==> src/rtl/fifo_pkg.sv <==
// Shared helpers and default sizing for the fifo_stream buffer.
package fifo_pkg;

    localparam int unsigned DefDataSize    = 8;
    localparam int unsigned DefAddressSize = 3;
    localparam int unsigned DefAeThresh    = 2;

    function automatic int unsigned fifo_depth(input int unsigned address_size);
        return 32'd1 << address_size;
    endfunction

    function automatic int unsigned fifo_clog2(input int unsigned value);
        int unsigned result;
        int unsigned v;
        result = 0;
        v = (value > 0) ? value - 1 : 0;
        while (v > 0) begin
            result++;
            v = v >> 1;
        end
        return result;
    endfunction

endpackage

==> src/rtl/fifo_ram.sv <==
// FIFO storage: synchronous write port, asynchronous read port, no reset on contents.
module fifo_ram import fifo_pkg::*; #(
    parameter int unsigned DATA_SIZE    = DefDataSize,
    parameter int unsigned ADDRESS_SIZE = DefAddressSize
) (
    input  logic                    clk,
    input  logic                    we,
    input  logic [ADDRESS_SIZE-1:0] waddr,
    input  logic [DATA_SIZE-1:0]    wdata,
    input  logic [ADDRESS_SIZE-1:0] raddr,
    output logic [DATA_SIZE-1:0]    rdata
);

    localparam int unsigned DEPTH = fifo_depth(ADDRESS_SIZE);

    logic [DATA_SIZE-1:0] mem [DEPTH];

    always_ff @(posedge clk) begin
        if (we) begin
            mem[waddr] <= wdata;
        end
    end

    assign rdata = mem[raddr];

endmodule

==> src/rtl/fifo_stream.sv <==
// First-word-fall-through FIFO with valid/ready on both sides, fill level, threshold flags,
// sticky overflow/underflow and synchronous flush.
module fifo_stream import fifo_pkg::*; #(
    parameter int unsigned DATA_SIZE    = DefDataSize,
    parameter int unsigned ADDRESS_SIZE = DefAddressSize,
    parameter int unsigned AF_THRESH    = fifo_depth(ADDRESS_SIZE) - 2,
    parameter int unsigned AE_THRESH    = DefAeThresh
) (
    input  logic                    clk,
    input  logic                    rst,
    input  logic                    flush,
    input  logic                    err_clr,
    input  logic                    in_valid,
    output logic                    in_ready,
    input  logic [DATA_SIZE-1:0]    in_data,
    output logic                    out_valid,
    input  logic                    out_ready,
    output logic [DATA_SIZE-1:0]    out_data,
    output logic [ADDRESS_SIZE:0]   level,
    output logic                    full,
    output logic                    empty,
    output logic                    almost_full,
    output logic                    almost_empty,
    output logic                    overflow,
    output logic                    underflow
);

    localparam int unsigned DEPTH = fifo_depth(ADDRESS_SIZE);

    typedef logic [ADDRESS_SIZE:0]   level_t;
    typedef logic [ADDRESS_SIZE-1:0] ptr_t;

    localparam level_t LvlFull = level_t'(DEPTH);
    localparam level_t LvlAf   = level_t'(AF_THRESH);
    localparam level_t LvlAe   = level_t'(AE_THRESH);

    if (!(AE_THRESH < AF_THRESH && AF_THRESH <= DEPTH)) begin : g_bad_thresh
        $error("fifo_stream: thresholds must satisfy AE_THRESH < AF_THRESH <= DEPTH");
    end

    ptr_t   wr_ptr_q, wr_ptr_d;
    ptr_t   rd_ptr_q, rd_ptr_d;
    level_t level_q, level_d;
    logic   overflow_q, overflow_d;
    logic   underflow_q, underflow_d;
    logic   wr_fire, rd_fire;
    logic [DATA_SIZE-1:0] ram_rdata;

    // Every flag decodes from the registered level; pointer equality is never consulted.
    always_comb begin
        full         = (level_q == LvlFull);
        empty        = (level_q == '0);
        almost_full  = (level_q >= LvlAf);
        almost_empty = (level_q <= LvlAe);
        in_ready     = !full;
        out_valid    = !empty;
        out_data     = out_valid ? ram_rdata : '0;
        level        = level_q;
        overflow     = overflow_q;
        underflow    = underflow_q;
        wr_fire      = in_valid && in_ready;
        rd_fire      = out_valid && out_ready;
    end

    always_comb begin
        wr_ptr_d = wr_ptr_q;
        rd_ptr_d = rd_ptr_q;
        level_d  = level_q;
        if (flush) begin
            wr_ptr_d = '0;
            rd_ptr_d = '0;
            level_d  = '0;
        end else begin
            if (wr_fire) wr_ptr_d = wr_ptr_q + 1'b1;
            if (rd_fire) rd_ptr_d = rd_ptr_q + 1'b1;
            case ({wr_fire, rd_fire})
                2'b10:   level_d = level_q + 1'b1;
                2'b01:   level_d = level_q - 1'b1;
                default: level_d = level_q;
            endcase
        end

        // A fresh error event outranks a same-cycle clear.
        overflow_d  = err_clr ? 1'b0 : overflow_q;
        underflow_d = err_clr ? 1'b0 : underflow_q;
        if (in_valid && full)   overflow_d  = 1'b1;
        if (out_ready && empty) underflow_d = 1'b1;
    end

    always_ff @(posedge clk or negedge rst) begin
        if (!rst) begin
            wr_ptr_q    <= '0;
            rd_ptr_q    <= '0;
            level_q     <= '0;
            overflow_q  <= 1'b0;
            underflow_q <= 1'b0;
        end else begin
            wr_ptr_q    <= wr_ptr_d;
            rd_ptr_q    <= rd_ptr_d;
            level_q     <= level_d;
            overflow_q  <= overflow_d;
            underflow_q <= underflow_d;
        end
    end

    fifo_ram #(
        .DATA_SIZE    (DATA_SIZE),
        .ADDRESS_SIZE (ADDRESS_SIZE)
    ) u_ram (
        .clk   (clk),
        .we    (wr_fire && !flush),
        .waddr (wr_ptr_q),
        .wdata (in_data),
        .raddr (rd_ptr_q),
        .rdata (ram_rdata)
    );

endmodule

==> config.mk <==
export PLATFORM = sky130hd
export DESIGN_NAME = fifo_stream
export DESIGN_NICKNAME = d
export VERILOG_FILES = /design/src/rtl/fifo_pkg.sv /design/src/rtl/fifo_ram.sv /design/src/rtl/fifo_stream.sv
export SDC_FILE = /design/constraint.sdc
export NUM_CORES = 1
export LEC_CHECK = 0
export CAP_MARGIN = 20
export CORE_UTILIZATION = 60
export DETAILED_ROUTE_END_ITERATION = 10
export PLACE_DENSITY = 0.9
export RECOVER_POWER = 100
export SLEW_MARGIN = 20
export SYNTH_ARGS = -nofsm -noshare
export SYNTH_HDL_FRONTEND = slang
export SYNTH_SLANG_ARGS = --single-unit
==> constraint.sdc <==
create_clock -name clk -period 6 [get_ports clk]
set_input_delay 1.5 -clock clk [delete_from_list [all_inputs] [get_ports clk]]
set_output_delay 1.5 -clock clk [all_outputs]
set_load 0.005 [all_outputs]
==> flow_summary.toml <==
[global_route]
antenna_found_initial = 0
grt_pass1_vias = 1766
track_usage = 0.244
grt_first_pass_wirelength_um = 9500
grt_max_degree = 19
grt_overflow = 0

[cts]
cts_hold_buf = 0
htree_levels = 3
root_buffer = "clkbuf_8"
insertion_delay_ns = 0.34
post_cts_buffers = 0
cts-resized-gates = 0
clock_sinks = 76
clock_path_buffers = 2
clk_pin_slew_ns = 0.07
cts_tree = "yes"
cts_buffers = 9

[route]
final_antenna_net_count = 0
vias = 1873
first_pass_iters = 4
viasPerCell = 6.08
route.detailed.drc = 0
wirelength_um = 6080
wl_per_cell_um = 19.7
drtIter0Drc = 169

[floorplanning]
initial_utilization = 0.632
num_rows = 26
die_x_um = 75.8
die_y_um = 75.8
ios = 34
coreArea_um2 = 5170
die_area_um2 = 5750

[place]
dp_slack_ns = 2.03
dp_hpwl_um = 4030
place.gp.congestion = 0.801
port_buffers = 33
place_area_um2 = 3620

[yosys]
avgSynthCellArea_um2 = 16.3
synth_seq_area_share = 0.680
syn-cell-area_um2 = 3270
synth.distinct_cells = 43
ys.flop_type = "edfxtp_1"
ys_ff_latch = 76
synth.area.top_cells = "edfxtp_1 (59%), mux4_2 (11%), dfrtp_1 (9.2%)"
synthCells = 201
synth-edff-count = 64
netlist.area_leader.share = 0.588
async_flop_share = 0.158
ys_warn_count = 0
synthesis.nets = 219
synth_top_area_cell = "edfxtp_1"

[sta]
final.setup.tns_ns = 0
period_share = 0.725
clock-skew-final_ns = 0.00949
hold_violations = 0
final.setup.worst_slack_ns = 1.65
rsz0062_at_grt = "no"
setup_viol = 0
fmax_mhz = 230
worst_pin_slew_ns = 1.16
slew_headroom = 0.223
min_period_ns = 4.35
final_max_slew_viol_count = 0

[min_path]
holdCritStartpoint = "underflow$_DFFE_PN0P_"
hp-class = "reg -> reg"

[setup_path]
worstSetupPathType = "reg -> out"
critPathLaunchType = "flop"
arrival_ns = 2.85
r2r_start = "level[0]$_DFFE_PN0P_"
worstSetupEndpointType = "primary output"
cp-startpoint = "rd_ptr_q[0]$_DFFE_PN0P_"
worstPathRequired_ns = 4.50
critPathMaxFanout = 18

[final_layout]
layout.nets = 251
drive_above_1_share = 0.130
final_area_um2 = 3790
n_antenna_cell = 0
area_growth_syn_to_layout_pct = 16.1

[pwr]
p_sw_uw = 408
ir_drop_uv = 236
p_comb_frac = 0.275
p_int_mw = 1.02
power_frac_clock = 0.253
leakagePower_nw = 1.32
p_per_area_nw_per_um2 = 377
pwr-share-seq = 0.472
p_total_mw = 1.43
switching_share = 0.285

[flow_run]
maxCapViolCount = 0

[run_status]
outcome = "finished, final reports clean"
==> area by class of cell <==
class / instances / area, um^2
multi-input cells: 105 / 940
fillers: 313 / 1380
clock inverters: 5 / 52.6
repair buffers: 34 / 334
flip-flops and latches: 76 / 2220
clock buffers: 11 / 131
well taps: 70 / 87.6
inverters: 7 / 27.5
==> placed cells by master (no fill, tap or decap), types with 2 or more instances in the layout <==
cell	netlist	routed
mux4_2	16	16
nor3_1	2	2
clkbuf_1	4	3
nor2_1	20	20
clkinv_1	1	2
dlygate4sd3_1	0	30
o21ai_0	1	2
a21oi_1	5	5
a211oi_1	2	2
or3_1	2	2
nand2_1	9	9
inv_1	5	5
edfxtp_1	64	64
xor2_1	5	5
nand2b_1	2	2
mux2i_1	10	10
clkdlybuf4s50_1	0	3
ha_1	4	4
o22ai_1	2	2
dfrtp_1	12	12
clkinv_2	0	2
clkbuf_8	0	9
nand3_1	6	6
==> registers in the layout, indices dropped and copies added, names as in the netlist <==
register and cells:
rd_ptr_q 3, level 4, u_ram.mem 64, overflow 1, underflow 1, wr_ptr_q 3
==> routing by layer <==
metal	track usage	up-vias	share of wire
met3	0.0529	15	0.054
met4	0.103	0	0.022
met2	0.373	67	0.49
li1	-	844	-
met1	0.346	947	0.43
met5	0	-	0
==> cell usage after synthesis, types with 2 or more instances <==
| cell | count |
|---|---|
| nand3_1 | 6 |
| buf_1 | 2 |
| inv_1 | 5 |
| or3_1 | 2 |
| nand2_1 | 9 |
| xor2_1 | 5 |
| mux4_2 | 16 |
| ha_1 | 4 |
| buf_2 | 4 |
| buf_6 | 2 |
| o22ai_1 | 2 |
| clkbuf_1 | 4 |
| nand2b_1 | 2 |
| a211oi_1 | 2 |
| nor2_1 | 20 |
| nor3_1 | 2 |
| a21oi_1 | 5 |
| dfrtp_1 | 12 |
| mux2i_1 | 10 |
| edfxtp_1 | 64 |
==> power groups by stage <==
stage / registers [mW] / clock network [mW] / logic, mW
floorplan: 0.640 / 0 / 0.282
global placement: 0.682 / 0 / 0.411
detailed placement: 0.686 / 0 / 0.424
CTS: 0.674 / 0.367 / 0.426
global route: 0.685 / 0.383 / 0.432
finish: 0.674 / 0.362 / 0.394
==> critical path: stages, from the launching register on <==
cell and delay (ns):
dfrtp_1 1.06, mux4_2 0.62, mux2i_1 0.20, nor2_1 0.06, dlygate4sd3_1 0.58
==> metrics by stage <==
step	std cells	utilization	hold slack (ns)
after floorplan	201	-	0.526
after global placement	292	0.700	0.516
after detailed placement	292	0.700	0.544
after CTS	308	0.736	0.555
after global routing	308	0.734	0.579
final	308	0.734	0.549
==> cells by family after synthesis <==
family          count (synthesis)  share of synthesized area
flops                          76                      0.680
simple gates                   51                     0.0773
mux                            26                      0.141
buf+inv                        20                     0.0318
compound gates                 18                     0.0387
xor+xnor                        5                     0.0134
fa+ha+maj                       5                     0.0184
==> final timing paths <==
path                                                   to  slack (ns)  cells after the start
worst min register to register      underflow$_DFFE_PN0P_        0.55                      2
worst max register to register  u_ram.mem[0][6]$_DFFE_PP_        3.29                      4
max in group asynchronous         wr_ptr_q[2]$_DFFE_PN0P_        4.02                      1
worst min-delay path                underflow$_DFFE_PN0P_        0.55                      2
worst max-delay path                          out_data[6]        1.65                      4
min in group asynchronous            level[1]$_DFFE_PN0P_        1.59                      1
(Power assumes the default switching activity.)
